$ cat src/rtl/alu_pkg.sv
// Shared encodings for the digit-serial ALU: opcodes, compare modes, FSM states
// and the compare-mode decode.
package alu_pkg;

    localparam logic [1:0] OP_AND = 2'b00;
    localparam logic [1:0] OP_OR  = 2'b01;
    localparam logic [1:0] OP_ADD = 2'b10;
    localparam logic [1:0] OP_CMP = 2'b11;

    localparam logic [2:0] CMP_LT = 3'b000;
    localparam logic [2:0] CMP_GT = 3'b001;
    localparam logic [2:0] CMP_LE = 3'b010;
    localparam logic [2:0] CMP_GE = 3'b011;
    localparam logic [2:0] CMP_EQ = 3'b110;
    localparam logic [2:0] CMP_NE = 3'b100;

    typedef enum logic [1:0] {
        S_IDLE = 2'd0,
        S_RUN  = 2'd1,
        S_DONE = 2'd2
    } state_e;

    // Reserved codes (101, 111) evaluate to 0.
    function automatic logic cmp_eval(input logic [2:0] cmp, input logic less,
                                      input logic equal);
        logic r;
        case (cmp)
            CMP_LT:  r = less;
            CMP_GT:  r = ~less & ~equal;
            CMP_LE:  r = less | equal;
            CMP_GE:  r = ~less | equal;
            CMP_EQ:  r = equal;
            CMP_NE:  r = ~equal;
            default: r = 1'b0;
        endcase
        return r;
    endfunction

endpackage

$ cat src/rtl/alu_slice.sv
// Combinational SLICE-bit AND/OR/ADD stage with operand inversion and carry-in.
// Also reports the carry into its MSB so the caller can form signed overflow.
module alu_slice
    import alu_pkg::*;
#(
    parameter int unsigned SLICE = 8
) (
    input  logic [SLICE-1:0] a_i,
    input  logic [SLICE-1:0] b_i,
    input  logic             a_inv_i,
    input  logic             b_inv_i,
    input  logic             cin_i,
    input  logic [1:0]       op_i,
    output logic [SLICE-1:0] res_o,
    output logic             cout_o,
    output logic             cmsb_o
);

    logic [SLICE-1:0] a_m;
    logic [SLICE-1:0] b_m;
    logic [SLICE:0]   sum;

    assign a_m = a_inv_i ? ~a_i : a_i;
    assign b_m = b_inv_i ? ~b_i : b_i;
    assign sum = {1'b0, a_m} + {1'b0, b_m} + {{SLICE{1'b0}}, cin_i};

    assign cout_o = sum[SLICE];
    // Sum bit = a ^ b ^ carry-in, so the MSB carry-in falls out without a second adder.
    assign cmsb_o = sum[SLICE-1] ^ a_m[SLICE-1] ^ b_m[SLICE-1];

    always_comb begin
        res_o = sum[SLICE-1:0];
        case (op_i)
            OP_AND:  res_o = a_m & b_m;
            OP_OR:   res_o = a_m | b_m;
            default: res_o = sum[SLICE-1:0];
        endcase
    end

endmodule

$ cat src/rtl/alu_serial.sv
// Digit-serial ALU: one SLICE-bit chunk per cycle over WIDTH/SLICE cycles, with a
// start/done handshake. Results only change in the DONE cycle.
module alu_serial
    import alu_pkg::*;
#(
    parameter int unsigned WIDTH = 32,
    parameter int unsigned SLICE = 8
) (
    input  logic             clk_i,
    input  logic             rst_i,
    input  logic             start_i,
    input  logic [WIDTH-1:0] src1_i,
    input  logic [WIDTH-1:0] src2_i,
    input  logic             a_inv_i,
    input  logic             b_inv_i,
    input  logic [1:0]       op_i,
    input  logic [2:0]       cmp_i,
    output logic             busy_o,
    output logic             done_o,
    output logic [WIDTH-1:0] result_o,
    output logic             zero_o,
    output logic             cout_o,
    output logic             overflow_o
);

    localparam int unsigned NSLICE = WIDTH / SLICE;
    localparam int unsigned CNT_W  = (NSLICE > 1) ? $clog2(NSLICE) : 1;
    localparam logic [CNT_W-1:0] LAST = CNT_W'(NSLICE - 1);

    state_e           state_q, state_d;
    logic [CNT_W-1:0] cnt_q;
    logic [WIDTH-1:0] a_q, b_q, acc_q;
    logic [1:0]       op_q;
    logic [2:0]       cmp_q;
    logic             a_inv_q, b_inv_q, carry_q, nz_q;
    logic [WIDTH-1:0] result_q;
    logic             zero_q, cout_q, ovf_q;

    logic             accept, last;
    logic [SLICE-1:0] s_res;
    logic             s_cout, s_cmsb;
    logic [WIDTH-1:0] acc_next, res_final;
    logic             ovf, less, equal, arith;

    assign accept = start_i && (state_q != S_RUN);
    assign last   = (state_q == S_RUN) && (cnt_q == LAST);

    always_comb begin
        state_d = state_q;
        case (state_q)
            S_IDLE:  if (start_i) state_d = S_RUN;
            S_RUN:   if (last) state_d = S_DONE;
            S_DONE:  state_d = start_i ? S_RUN : S_IDLE;
            default: state_d = S_IDLE;
        endcase
    end

    // Compare is a subtract; its forced inversion/carry are applied when operands are captured.
    alu_slice #(
        .SLICE(SLICE)
    ) u_slice (
        .a_i     (a_q[SLICE-1:0]),
        .b_i     (b_q[SLICE-1:0]),
        .a_inv_i (a_inv_q),
        .b_inv_i (b_inv_q),
        .cin_i   (carry_q),
        .op_i    ((op_q == OP_CMP) ? OP_ADD : op_q),
        .res_o   (s_res),
        .cout_o  (s_cout),
        .cmsb_o  (s_cmsb)
    );

    always_comb begin
        acc_next  = (acc_q >> SLICE) | (WIDTH'(s_res) << (WIDTH - SLICE));
        ovf       = s_cmsb ^ s_cout;
        less      = s_res[SLICE-1] ^ ovf;
        equal     = ~(nz_q | (|s_res));
        arith     = op_q[1];
        res_final = acc_next;
        if (op_q == OP_CMP) res_final = WIDTH'(cmp_eval(cmp_q, less, equal));
    end

    always_ff @(posedge clk_i or negedge rst_i) begin
        if (!rst_i) begin
            state_q  <= S_IDLE;
            cnt_q    <= '0;
            a_q      <= '0;
            b_q      <= '0;
            acc_q    <= '0;
            op_q     <= '0;
            cmp_q    <= '0;
            a_inv_q  <= 1'b0;
            b_inv_q  <= 1'b0;
            carry_q  <= 1'b0;
            nz_q     <= 1'b0;
            result_q <= '0;
            zero_q   <= 1'b0;
            cout_q   <= 1'b0;
            ovf_q    <= 1'b0;
        end else begin
            state_q <= state_d;
            if (accept) begin
                a_q     <= src1_i;
                b_q     <= src2_i;
                op_q    <= op_i;
                cmp_q   <= cmp_i;
                a_inv_q <= (op_i == OP_CMP) ? 1'b0 : a_inv_i;
                b_inv_q <= (op_i == OP_CMP) ? 1'b1 : b_inv_i;
                carry_q <= (op_i == OP_CMP) ? 1'b1 : b_inv_i;
                cnt_q   <= '0;
                nz_q    <= 1'b0;
            end else if (state_q == S_RUN) begin
                a_q     <= a_q >> SLICE;
                b_q     <= b_q >> SLICE;
                acc_q   <= acc_next;
                carry_q <= s_cout;
                nz_q    <= nz_q | (|s_res);
                cnt_q   <= cnt_q + CNT_W'(1);
                if (last) begin
                    result_q <= res_final;
                    zero_q   <= (res_final == '0);
                    cout_q   <= arith & s_cout;
                    ovf_q    <= arith & ovf;
                end
            end
        end
    end

    assign busy_o     = (state_q == S_RUN);
    assign done_o     = (state_q == S_DONE);
    assign result_o   = result_q;
    assign zero_o     = zero_q;
    assign cout_o     = cout_q;
    assign overflow_o = ovf_q;

endmodule

$ cat config.mk
export PLATFORM = sky130hd
export DESIGN_NAME = alu_serial
export DESIGN_NICKNAME = d
export VERILOG_FILES = /design/src/rtl/alu_pkg.sv /design/src/rtl/alu_slice.sv /design/src/rtl/alu_serial.sv
export SDC_FILE = /design/constraint.sdc
export NUM_CORES = 1
export LEC_CHECK = 0
export CAP_MARGIN = 25
export CORE_AREA = 4 4 168 170
export CTS_CLUSTER_SIZE = 16
export DETAILED_ROUTE_END_ITERATION = 16
export DIE_AREA = 0 0 172 174
export REMOVE_ABC_BUFFERS = 1
export SYNTH_ARGS = -nofsm -noshare
export SYNTH_HDL_FRONTEND = slang
export SYNTH_HIERARCHICAL = 1
export SYNTH_SLANG_ARGS = --single-unit
$ cat constraint.sdc
create_clock -name clk_i -period 6.8 [get_ports clk_i]
set_input_delay 0.68 -clock clk_i [delete_from_list [all_inputs] [get_ports clk_i]]
set_output_delay 0.68 -clock clk_i [all_outputs]
set_load 0.03 [all_outputs]
# ---- Word level (Yosys, flattened, before mapping)
# Index checks and enable logic that the tools add are counted.
dict set report totals {
  ff_bits 144
  latchBits 0
  mem_bits_rw 0
  rom_bits 0
  input_bits 74
  out_inout_bits 37
  wordCells 83
  mem_count 0
}
dict set report op_classes {
  addsub 3
  multipliers 0
  n_div 0
  magnitude_cmp 0
  eq_ne 14
  shift 0
  muxes 22
  bitwise_logic 18
  reduce_logical 11
}
# cell n
set ops {}
lappend ops {{two-way mux 32 bit} 5}
lappend ops {{logical NOT 32 bit} 1}
lappend ops {{OR 24 x 32 -> 32 bit} 1}
lappend ops {{two-way mux 8 bit} 2}
lappend ops {{inverter 8 bit} 2}
lappend ops {{case mux 8 bit (2 select lines)} 1}
lappend ops {{two-way mux 2 bit} 5}
lappend ops {{adder 8 x 8 -> 9 bit} 1}
lappend ops {{adder 9 x 1 -> 9 bit} 1}
lappend ops {{bitwise AND 8 bit} 1}
lappend ops {{== test 2 bit (second input constant)} 4}
lappend ops {{OR 8 bit} 1}
lappend ops {{OR reduction 8 bit} 1}
lappend ops {{two-way mux 1 bit} 7}
lappend ops {{== test 3 x 2 -> 1 bit (second input constant)} 2}
lappend ops {{== test 3 bit (second input constant)} 2}
lappend ops {{case mux 1 bit (6 select lines)} 1}
lappend ops {{case mux 2 bit (3 select lines)} 1}
lappend ops {{== test 2 x 1 -> 1 bit (second input constant)} 2}
lappend ops {{logical NOT 2 bit} 2}
lappend ops {{inequality test 2 x 1 -> 1 bit (second input constant)} 2}
lappend ops {{AND reduction 2 bit} 2}
lappend ops {{bitwise XOR 1 bit} 4}
lappend ops {{bitwise AND 1 bit} 3}
lappend ops {{9 further kinds} 14}

# ---- Logic depth before layout (Yosys ltp)
# Gate-level depths: netlist of the first run.
dict set report depth {
  depth_word 13
  ltp_mapped 15
  mapped_depth_nobuf 14
}

# ---- By module
# Netlist of the first run, hierarchy kept.
# mod n_inst cells_per_inst area_each_um2 seq_area_each_um2
set modules_own_cells {}
lappend modules_own_cells {alu_serial 1 578 5764.3 3403.3}
lappend modules_own_cells {alu_slice 1 118 844.6 0.0}

# ---- Least setup slack after synthesis of the first run
# Ideal clock, no wire load.
dict set report synth_timing {
  kind {register -> register}
  start {register b_inv_q}
  end {register zero_q, in the netlist zero_o}
  setup_ps 122
  arrival_time_ps 3116
  required_ps 6678
  slack_ps 3563
  path_stages_with_launch 16
  path_buffers 1
  synth_period_minus_slack_ps 3237
  cell_sequence {dfrtp_1 buf_2 xor2_1 inv_1 fa_1 inv_1 fa_1 a21oi_1 o211ai_1 a21oi_1 xnor2_1 mux2i_1 nor4_2 a32o_1 o21ai_2 a32o_1}
}
dict set report synth_via {
  elab_cells_between_ends 21
  classes_between {add/sub (2); mux (4); bitwise (13); reduce/logical (2)}
}
# item line
set synth_rtl {}
lappend synth_rtl {{start, declared} alu_serial.sv:35} ;# logic a_inv_q, b_inv_q, carry_q, nz_q;
lappend synth_rtl {{start signal, assigned} alu_serial.sv:108} ;# b_inv_q <= (op_i == OP_CMP) ? 1'b1 : b_inv_i;
lappend synth_rtl {{two-way mux 8 bit *} alu_slice.sv:24} ;# assign b_m = b_inv_i ? ~b_i : b_i;
lappend synth_rtl {{adder 8 x 8 -> 9 bit} alu_slice.sv:25} ;# assign sum = {1'b0, a_m} + {1'b0, b_m} + {{SLICE{1'b0}}, cin_i};
lappend synth_rtl {{adder 9 x 1 -> 9 bit} alu_slice.sv:25}
lappend synth_rtl {{case mux 8 bit (2 select lines) *} alu_slice.sv:33} ;# case (op_i)
lappend synth_rtl {{OR 24 x 32 -> 32 bit *} alu_serial.sv:74} ;# acc_next = (acc_q >> SLICE) | (WIDTH'(s_res) << (WIDTH - SLICE));
lappend synth_rtl {{named net acc_next[30]} alu_serial.sv:42} ;# logic [WIDTH-1:0] acc_next, res_final;
lappend synth_rtl {{two-way mux 32 bit *} alu_serial.sv:80} ;# if (op_q == OP_CMP) res_final = WIDTH'(cmp_eval(cmp_q, less, equal));
lappend synth_rtl {{logical NOT 32 bit *} alu_serial.sv:121} ;# zero_q <= (res_final == '0);
lappend synth_rtl {{end signal, assigned} alu_serial.sv:121}
lappend synth_rtl {{end, declared} alu_serial.sv:37} ;# logic zero_q, cout_q, ovf_q;
# The timed path passes the listed nets; every way through them passes the cells marked *.
# A chain may end at the register's enable or synchronous reset.

# ---- Final worst setup path of the first run
dict set report layout_timing {
  start {register a_inv_q}
  end {register zero_q, in the netlist zero_o}
}
dict set report layout_via {
  elab_cells_between_ends 21
  classes_between {add/sub (2); mux (4); bitwise (13); reduce/logical (2)}
}
# item line
set layout_rtl {}
lappend layout_rtl {{start, declared} alu_serial.sv:35}
lappend layout_rtl {{start signal, assigned} alu_serial.sv:107} ;# a_inv_q <= (op_i == OP_CMP) ? 1'b0 : a_inv_i;
lappend layout_rtl {{two-way mux 8 bit *} alu_slice.sv:23} ;# assign a_m = a_inv_i ? ~a_i : a_i;
lappend layout_rtl {{adder 8 x 8 -> 9 bit} alu_slice.sv:25}
lappend layout_rtl {{adder 9 x 1 -> 9 bit} alu_slice.sv:25}
lappend layout_rtl {{case mux 8 bit (2 select lines) *} alu_slice.sv:33}
lappend layout_rtl {{OR 24 x 32 -> 32 bit *} alu_serial.sv:74}
lappend layout_rtl {{named net acc_next[30]} alu_serial.sv:42}
lappend layout_rtl {{two-way mux 32 bit *} alu_serial.sv:80}
lappend layout_rtl {{logical NOT 32 bit *} alu_serial.sv:121}
# Marked as above.

==> results of run 1 <==
-- synth_stat cells (2+ instances only) --
master      n  area, sq um
a211oi_1    3         22.5
a211oi_2    2         25.0
a21oi_1     8         40.0
a32o_1      2         20.0
buf_1       2         7.51
buf_2      12         60.1
clkbuf_1   26         97.6
dfrtp_1   136         3400
fa_1        2         40.0
ha_1       17          213
inv_1      25         93.8
mux2_2      5         56.3
mux2i_1    69          691
nand2_1   207          777
nand2b_1    3         18.8
nand3_1     3         15.0
nand4_1     2         12.5
nor2_1     24         90.1
nor2b_1     3         18.8
nor3_1      2         10.0
nor4_1      5         31.3
nor4_2      3         37.5
o211ai_1    2         15.0
o21ai_0    64          320
o21ai_1    30          150
o22ai_1     2         12.5
xnor2_1     6         52.6
xor2_1     17          149
-- layout by cell type, fill, tap and decap left out, types with 2 or more instances in the layout --
cell / n
xor2_1: 17
nand2b_1: 3
fa_1: 2
clkbuf_16: 17
inv_6: 7
o21ai_1: 30
inv_1: 25
mux2_2: 5
nor4_1: 5
a211oi_1: 3
inv_8: 3
clkdlybuf4s50_1: 108
buf_4: 5
nor2_1: 24
nor2b_1: 3
o21ai_0: 64
mux2i_1: 69
ha_1: 17
nand3_1: 3
a21oi_1: 8
o22ai_1: 2
a211oi_2: 2
nor4_2: 3
clkinvlp_4: 3
nor3_1: 2
o211ai_1: 2
xnor2_1: 6
nand4_1: 2
a32o_1: 2
dfrtp_1: 136
nand2_1: 206
-- registers in the layout, summed over array words and instances, names as in the netlist --
| signal | flops |
|---|---|
| a_q | 32 |
| b_q | 32 |
| result_o | 32 |
| acc_q | 24 |
| cmp_q | 3 |
| cnt_q | 2 |
| op_q | 2 |
| state_q | 2 |
| a_inv_q | 1 |
| b_inv_q | 1 |
| carry_q | 1 |
| cout_o | 1 |
| nz_q | 1 |
| overflow_o | 1 |
| zero_o | 1 |
-- final cells by class --
class                           instances  share of cell area (%)
Timing Repair Buffer                  117                    13.8
Tap cell                              341                    4.94
Inverter                               26                    1.16
Multi-Input combinational cell        493                    34.0
Clock buffer                           17                    4.92
Sequential cell                       136                    39.4
Clock inverter                         15                    1.77
-- per-layer routing --
| metal | global-route usage, % | up-vias | wire [um] |
|---|---|---|---|
| met2 | 16.4 | 114 | 7080 |
| met1 | 14.6 | 2279 | 7580 |
| met5 | 0 | - | 0 |
| li1 | - | 2500 | - |
| met3 | 3.50 | 13 | 901 |
| met4 | 2.65 | 0 | 138 |
-- worst max-delay path by stage --
stage,startpoint,to,slack (ns),cells past startpoint
2_1_floorplan,state_q[1],zero_o,2.59,5
3_3_place_gp,b_inv_q,zero_o,3.30,14
3_5_place_dp,a_inv_q,zero_o,3.23,14
4_1_cts,a_inv_q,zero_o,3.20,14
5_1_grt,b_inv_q,zero_o,2.94,14
6_report,a_inv_q,zero_o,3.23,14
-- logic make-up after synthesis --
| family | after synthesis | share of synthesized area (%) |
|---|---|---|
| compound gates | 123 | 10.5 |
| simple gates | 253 | 15.4 |
| mux | 74 | 11.3 |
| buf+inv | 67 | 4.09 |
| xor+xnor | 24 | 3.39 |
| flops | 136 | 51.5 |
| fa+ha+maj | 19 | 3.82 |
-- worst register-to-register path, stage by stage, from the launching register on --
cell	delay (ns)
dfrtp_1	0.54
xor2_1	0.24
inv_1	0.11
fa_1	0.20
inv_1	0.07
fa_1	0.45
a21oi_1	0.23
o211ai_1	0.11
a21oi_1	0.23
xnor2_1	0.15
mux2i_1	0.13
nor4_2	0.47
a32o_1	0.24
o21ai_2	0.06
a32o_1	0.22
-- where the power goes --
group          switching, mW  internal, mW  leakage [nW]
Combinational           1.51          1.04          2.01
Sequential             0.272          1.16          1.74
Clock                  0.394         0.518         0.278
==> summary.txt, run 1 <==
Initial Util = 24.7%
DP Wirelength = 11.3 mm
Total global routing overflow = 0
F_max = 280 MHz
Worst reg-to-reg setup slack = 3.23 ns
Setup Skew = 0.0115 ns
Synthesis-to-layout area growth = 30.7%
Die span in x = 172 um
Post-cts resize count = 0
Sum Neg Setup Slack = 0 ns
Worst-path clk slew = 0.07 ns
Ys async rst share = 100%
Synth cell types = 42
Initial antenna violation count = 0
Top FF cell, synth = dfrtp_1
Worst hold slack = 0.229 ns
Final core occ = 32.3%
Worst Path Required = 7.10 ns
Hold Path Class = in2async
H-tree Lvls = 4
CP delay by family, top = compound AO/OA/AOI/OAI gates
Worst path bufs/invs = 2
Num CTS Buffers = 17
Total GRT Usage = 10.7%
Routed WL per cell = 13.7 um
Syn Std Cell Area = 6610 sq um
Worst R2R Path Depth = 14
CTS tree = done
Root Buffer = clkbuf_16
Core area = 26,700 sq um
Area of the multi-input gates = 2940 sq um
Slowest stage cell, crit path = dfrtp_1
Post-synth EDFFs = 0
Routability congestion estimate = 0.772
Pin count of the biggest net entering global routing = 81
Final critical-path setup slack = 3.23 ns
Max Slew Vio Count = 0
Worst IR Drop VDD = 363 uV
Post-Synthesis Cells = 696
WL final = 15.7 mm
Clk buf depth = 2
Seq/Total Area, Yosys = 51.5%
FP Rows = 60
Crit start category = register
Max transition margin = 36.1%
Post-layout power = 4.89 mW
CP Class = reg2reg
Final Hold Violating Endpoints = 0
Fin area = 8640 sq um
Detail Route Antenna Nets = 0
Number of DRC markers in iteration 0 = 228
Vias/cell = 4.28
DR pass1 iterations = 4
# diodes = 0
DP Worst Slack = 3.23 ns
Seq. cell area = 3400 sq um
Post-layout min period = 3.57 ns
Vias in the first global route = 4,795
Pleak = 4.03 nW
Die area = 29,900 sq um
Die H = 174 um
Via count = 4,906
Total instance count after detailed placement = 1,112
Worst-skew pair later-pin latency = 0.42 ns
Critical path, cell by cell = xor2_1 -> inv_1 -> fa_1 -> inv_1 -> fa_1 -> a21oi_1 -> o211ai_1 -> a21oi_1 -> xnor2_1 -> mux2i_1 -> nor4_2 -> a32o_1 -> o21ai_2 -> a32o_1
Final-stage net count = 884
Worst-Margin Slew = 0.957 ns
RSZ-0062 raised after global routing = false
Pwr dens = 566 nW/um^2
Share of cells above drive strength 1 = 7.09%
Mapped Avg Cell Area = 9.50 sq um
Nature of the critical path endpoint = register
Run status = complete, no violations
Period Utilization, post-route = 52.5%
CP arrival = 3.87 ns
Placed Area = 8030 sq um
Yosys Warn Count = 6
Number of synthesized register bits = 136
IO Port Bufs = 110
# IOs = 111
Fin cells = 1,145
Global-route wire length before repair = 25.7 mm
Setup bufs post-CTS = 0
Hold_buf cts = 0
Worst-path maximum fanout = 9
Clock Sinks = 136
Worst R2R Start = a_inv_q
Final setup viols = 0
Max-Cap Viols = 0
DRC viols = 0
FILL cells = 2,800
CP peak stage delay = 0.54 ns
Reg2reg end = zero_o
No activity file was read; power rests on OpenSTA's default activity.
==> run 2: changes to the inputs <==
==> constraint.sdc (replaced) <==
create_clock -name clk_i -period 3.2 [get_ports clk_i]
set_input_delay 0.32 -clock clk_i [delete_from_list [all_inputs] [get_ports clk_i]]
set_output_delay 0.32 -clock clk_i [all_outputs]
set_load 0.03 [all_outputs]
==> run 2 against run 1 <==
  * The run now ends with setup timing left
  * Via count is 1.9% higher
  * Largest cell class unchanged
  * Count of clock-buffer cells in the layout stayed put
  * Clock power is 120% higher
==> summary.txt, run 2 (same netlist as run 1, synthesis figures left out) <==
Run status = finished, violations left
Violated checks = setup timing
Crit start category = register
Cell Int Power = 6.61 mW (+140%)
Via count = 4,997 (+1.9%)
DP Wirelength = 11.5 mm (+1.7%)
Total GRT Usage = 10.9% (+0.16 points)
Worst-path clk slew = 0.07 ns (about the same)
F_max = 310 MHz (+11%)
Max-Cap Viols = 0 (unchanged)
# diodes = 0 (unchanged)
Root Buffer = clkbuf_16
Final critical-path setup slack = -0.0259 ns (-3.25 ns)
WL final = 16.3 mm (+3.6%)
Combinational share of power = 56.8% (+4.6 points)
Slowest stage cell, crit path = dfrtp_1
Die H = 174 um (unchanged)
Final-stage net count = 904 (+2.3%)
DRC viols = 0 (unchanged)
H-tree Lvls = 4 (unchanged)
Pleak = 4.19 nW (+3.9%)
Post-layout power = 11.8 mW (+140%)
Max Slew Vio Count = 0 (unchanged)
Fin area = 9080 sq um (+5.1%)
Nature of the critical path endpoint = register
WL met2 = 7.59 mm (+7.2%)
Psw = 5.15 mW (+140%)
Most common cell after layout, fill and taps aside = nand2_1
CP arrival = 3.54 ns (-0.33 ns)
Final Hold Violating Endpoints = 0 (unchanged)
Sum Neg Setup Slack = -0.0259 ns (-0.0259 ns)
Global-route wire length before repair = 26.0 mm (+1.3%)
Clock Sinks = 136 (unchanged)
Critical path, cell by cell = buf_12 -> xor2_2 -> ha_1 -> nand2_2 -> a211oi_4 -> o211a_1 -> a211oi_2 -> a21o_2 -> xnor3_1 -> nor4_2 -> a211oi_2 -> a32o_1
Routed WL per cell = 14.0 um (+1.8%)
Total global routing overflow = 0 (unchanged)
Period Utilization, post-route = 101% (+48 points)
Routability congestion estimate = 0.774 (+0.30%)
Initial Util = 24.7% (unchanged)
Core area = 26,700 sq um (unchanged)
CTS tree = done
Met1 Wirelength = 7.56 mm (-0.36%)
FP Rows = 60 (unchanged)
Max transition margin = 58.7% (+23 points)
CP peak stage delay = 0.44 ns (-0.10 ns)
Post-layout min period = 3.23 ns (-0.346 ns)
Worst-Margin Slew = 0.620 ns (-0.337 ns)
DR pass1 iterations = 4 (unchanged)
Placed Area = 8120 sq um (+1.1%)
Synthesis-to-layout area growth = 37.4%
# IOs = 111 (unchanged)
Worst Path Required = 3.52 ns (-3.58 ns)
Clk pwr share = 17.3% (-1.3 points)
Worst IR Drop VDD = 801 uV (+120%)
Num CTS Buffers = 17 (unchanged)
Final core occ = 34.0% (+1.7 points)
IO Port Bufs = 110 (unchanged)
Total instance count after detailed placement = 1,123 (+0.99%)
Number of DRC markers in iteration 0 = 190 (-17%)
Sequential share of power = 25.9% (-3.3 points)
Initial antenna violation count = 0 (unchanged)
Top sig layer = met4
Worst-skew pair later-pin latency = 0.43 ns (about the same)
CP Class = reg2reg
Clk buf depth = 2 (unchanged)
Die span in x = 172 um (unchanged)
Detail Route Antenna Nets = 0 (unchanged)
Most frequent cells in the layout = 204 x nand2_1, 136 x dfrtp_1, 108 x clkdlybuf4s50_1
Vias/cell = 4.29 (+0.11%)
Hold Path Class = in2async
Final setup viols = 1 (+1)
Fin cells = 1,165 (+1.7%)
Die area = 29,900 sq um (unchanged)
Met3 WL post-DR = 977 um (+8.4%)
Share of cells above drive strength 1 = 13.2% (+6.1 points)
Worst-path maximum fanout = 8 (-1)
Vias in the first global route = 4,920 (+2.6%)
Sw Share = 43.8% (-0.77 points)
Pwr dens = 1290 nW/um^2 (+130%)
Pin count of the biggest net entering global routing = 63 (-22%)
Setup Skew = 0.0121 ns (+0.000641 ns)
CP dominant cell by count = a211oi_2
RSZ-0062 raised after global routing = true
==> run 2: cell types whose count changed in the layout (fill, tap and decap cells not counted), sizes merged <==
cell,previous run,this run
clkinvlp,3,2
dlygate4sd3,0,1
buf,9,28
bufinv,1,2
==> run 2: metal layers <==
metal | up-vias | GRT usage, %
li1 | 2539 | -
met1 | 2343 | 14.8
met2 | 102 | 16.6
met3 | 13 | 4.21
met4 | 0 | 2.16
met5 | - | 0
==> run 2: final cells by class <==
type                    count  area (sq um)
fillers                  2731         17600
flip-flops and latches    136          3400
multi-input cells         493          3190
repair buffers            137          1360
well taps                 341           427
clock buffers              17           425
clock inverters            15           181
inverters                  26           100
==> run 2: through the flow <==
| step | worst slack [ns] | hold WS [ns] |
|---|---|---|
| after detailed placement | -0.0726 | 0.297 |
| final | -0.0259 | 0.405 |
| after global routing | -0.156 | 0.423 |
| after global placement | 0.0147 | 0.296 |
| after CTS | 0.00253 | 0.406 |
| after floorplan | -1.01 | 0.0244 |
==> run 2: worst max-delay path, delay by kind of cell, from the launching register on <==
family / cells / cell delay, ns
AO/OA/AOI/OAI: 6 / 1.09
XOR/XNOR: 2 / 0.61
adder cells (fa/ha/maj): 1 / 0.35
buffers and inverters: 1 / 0.19
flip-flops: 1 / 0.44
AND/OR/NAND/NOR: 2 / 0.45
==> run 2: final timing paths <==
check / slack (ns) / startpoint / end / cells after the start
setup / recovery: -0.03 / a_inv_q / zero_o / 12
min in group clk_i: 0.41 / start_i / a_q[28] / 3
setup reg to reg: -0.03 / a_inv_q / zero_o / 12
max in group asynchronous: 2.04 / rst_i / a_q[24] / 3
hold reg to reg: 0.48 / a_q[26] / a_q[18] / 2
hold / removal: 0.41 / rst_i / result_o[1] / 2
==> run 2: repair_timing <==
action / CTS / global route
resized for setup: 4 / 43
setup endpoints to repair: 1 / 2
hold buffers: 1 / 0
setup buffers: 2 / 7
hold endpoints to repair: 48 / 0
pin swaps: 4 / 22
==> run 2: power by group through the flow <==
stage / clock network [mW] / logic [mW] / registers (mW)
floorplan: 0 / 3.60 / 3.26
global placement: 0 / 5.63 / 3.03
detailed placement: 0 / 5.76 / 3.04
CTS: 2.09 / 5.89 / 3.02
global route: 2.18 / 7.41 / 3.15
finish: 2.03 / 6.68 / 3.04
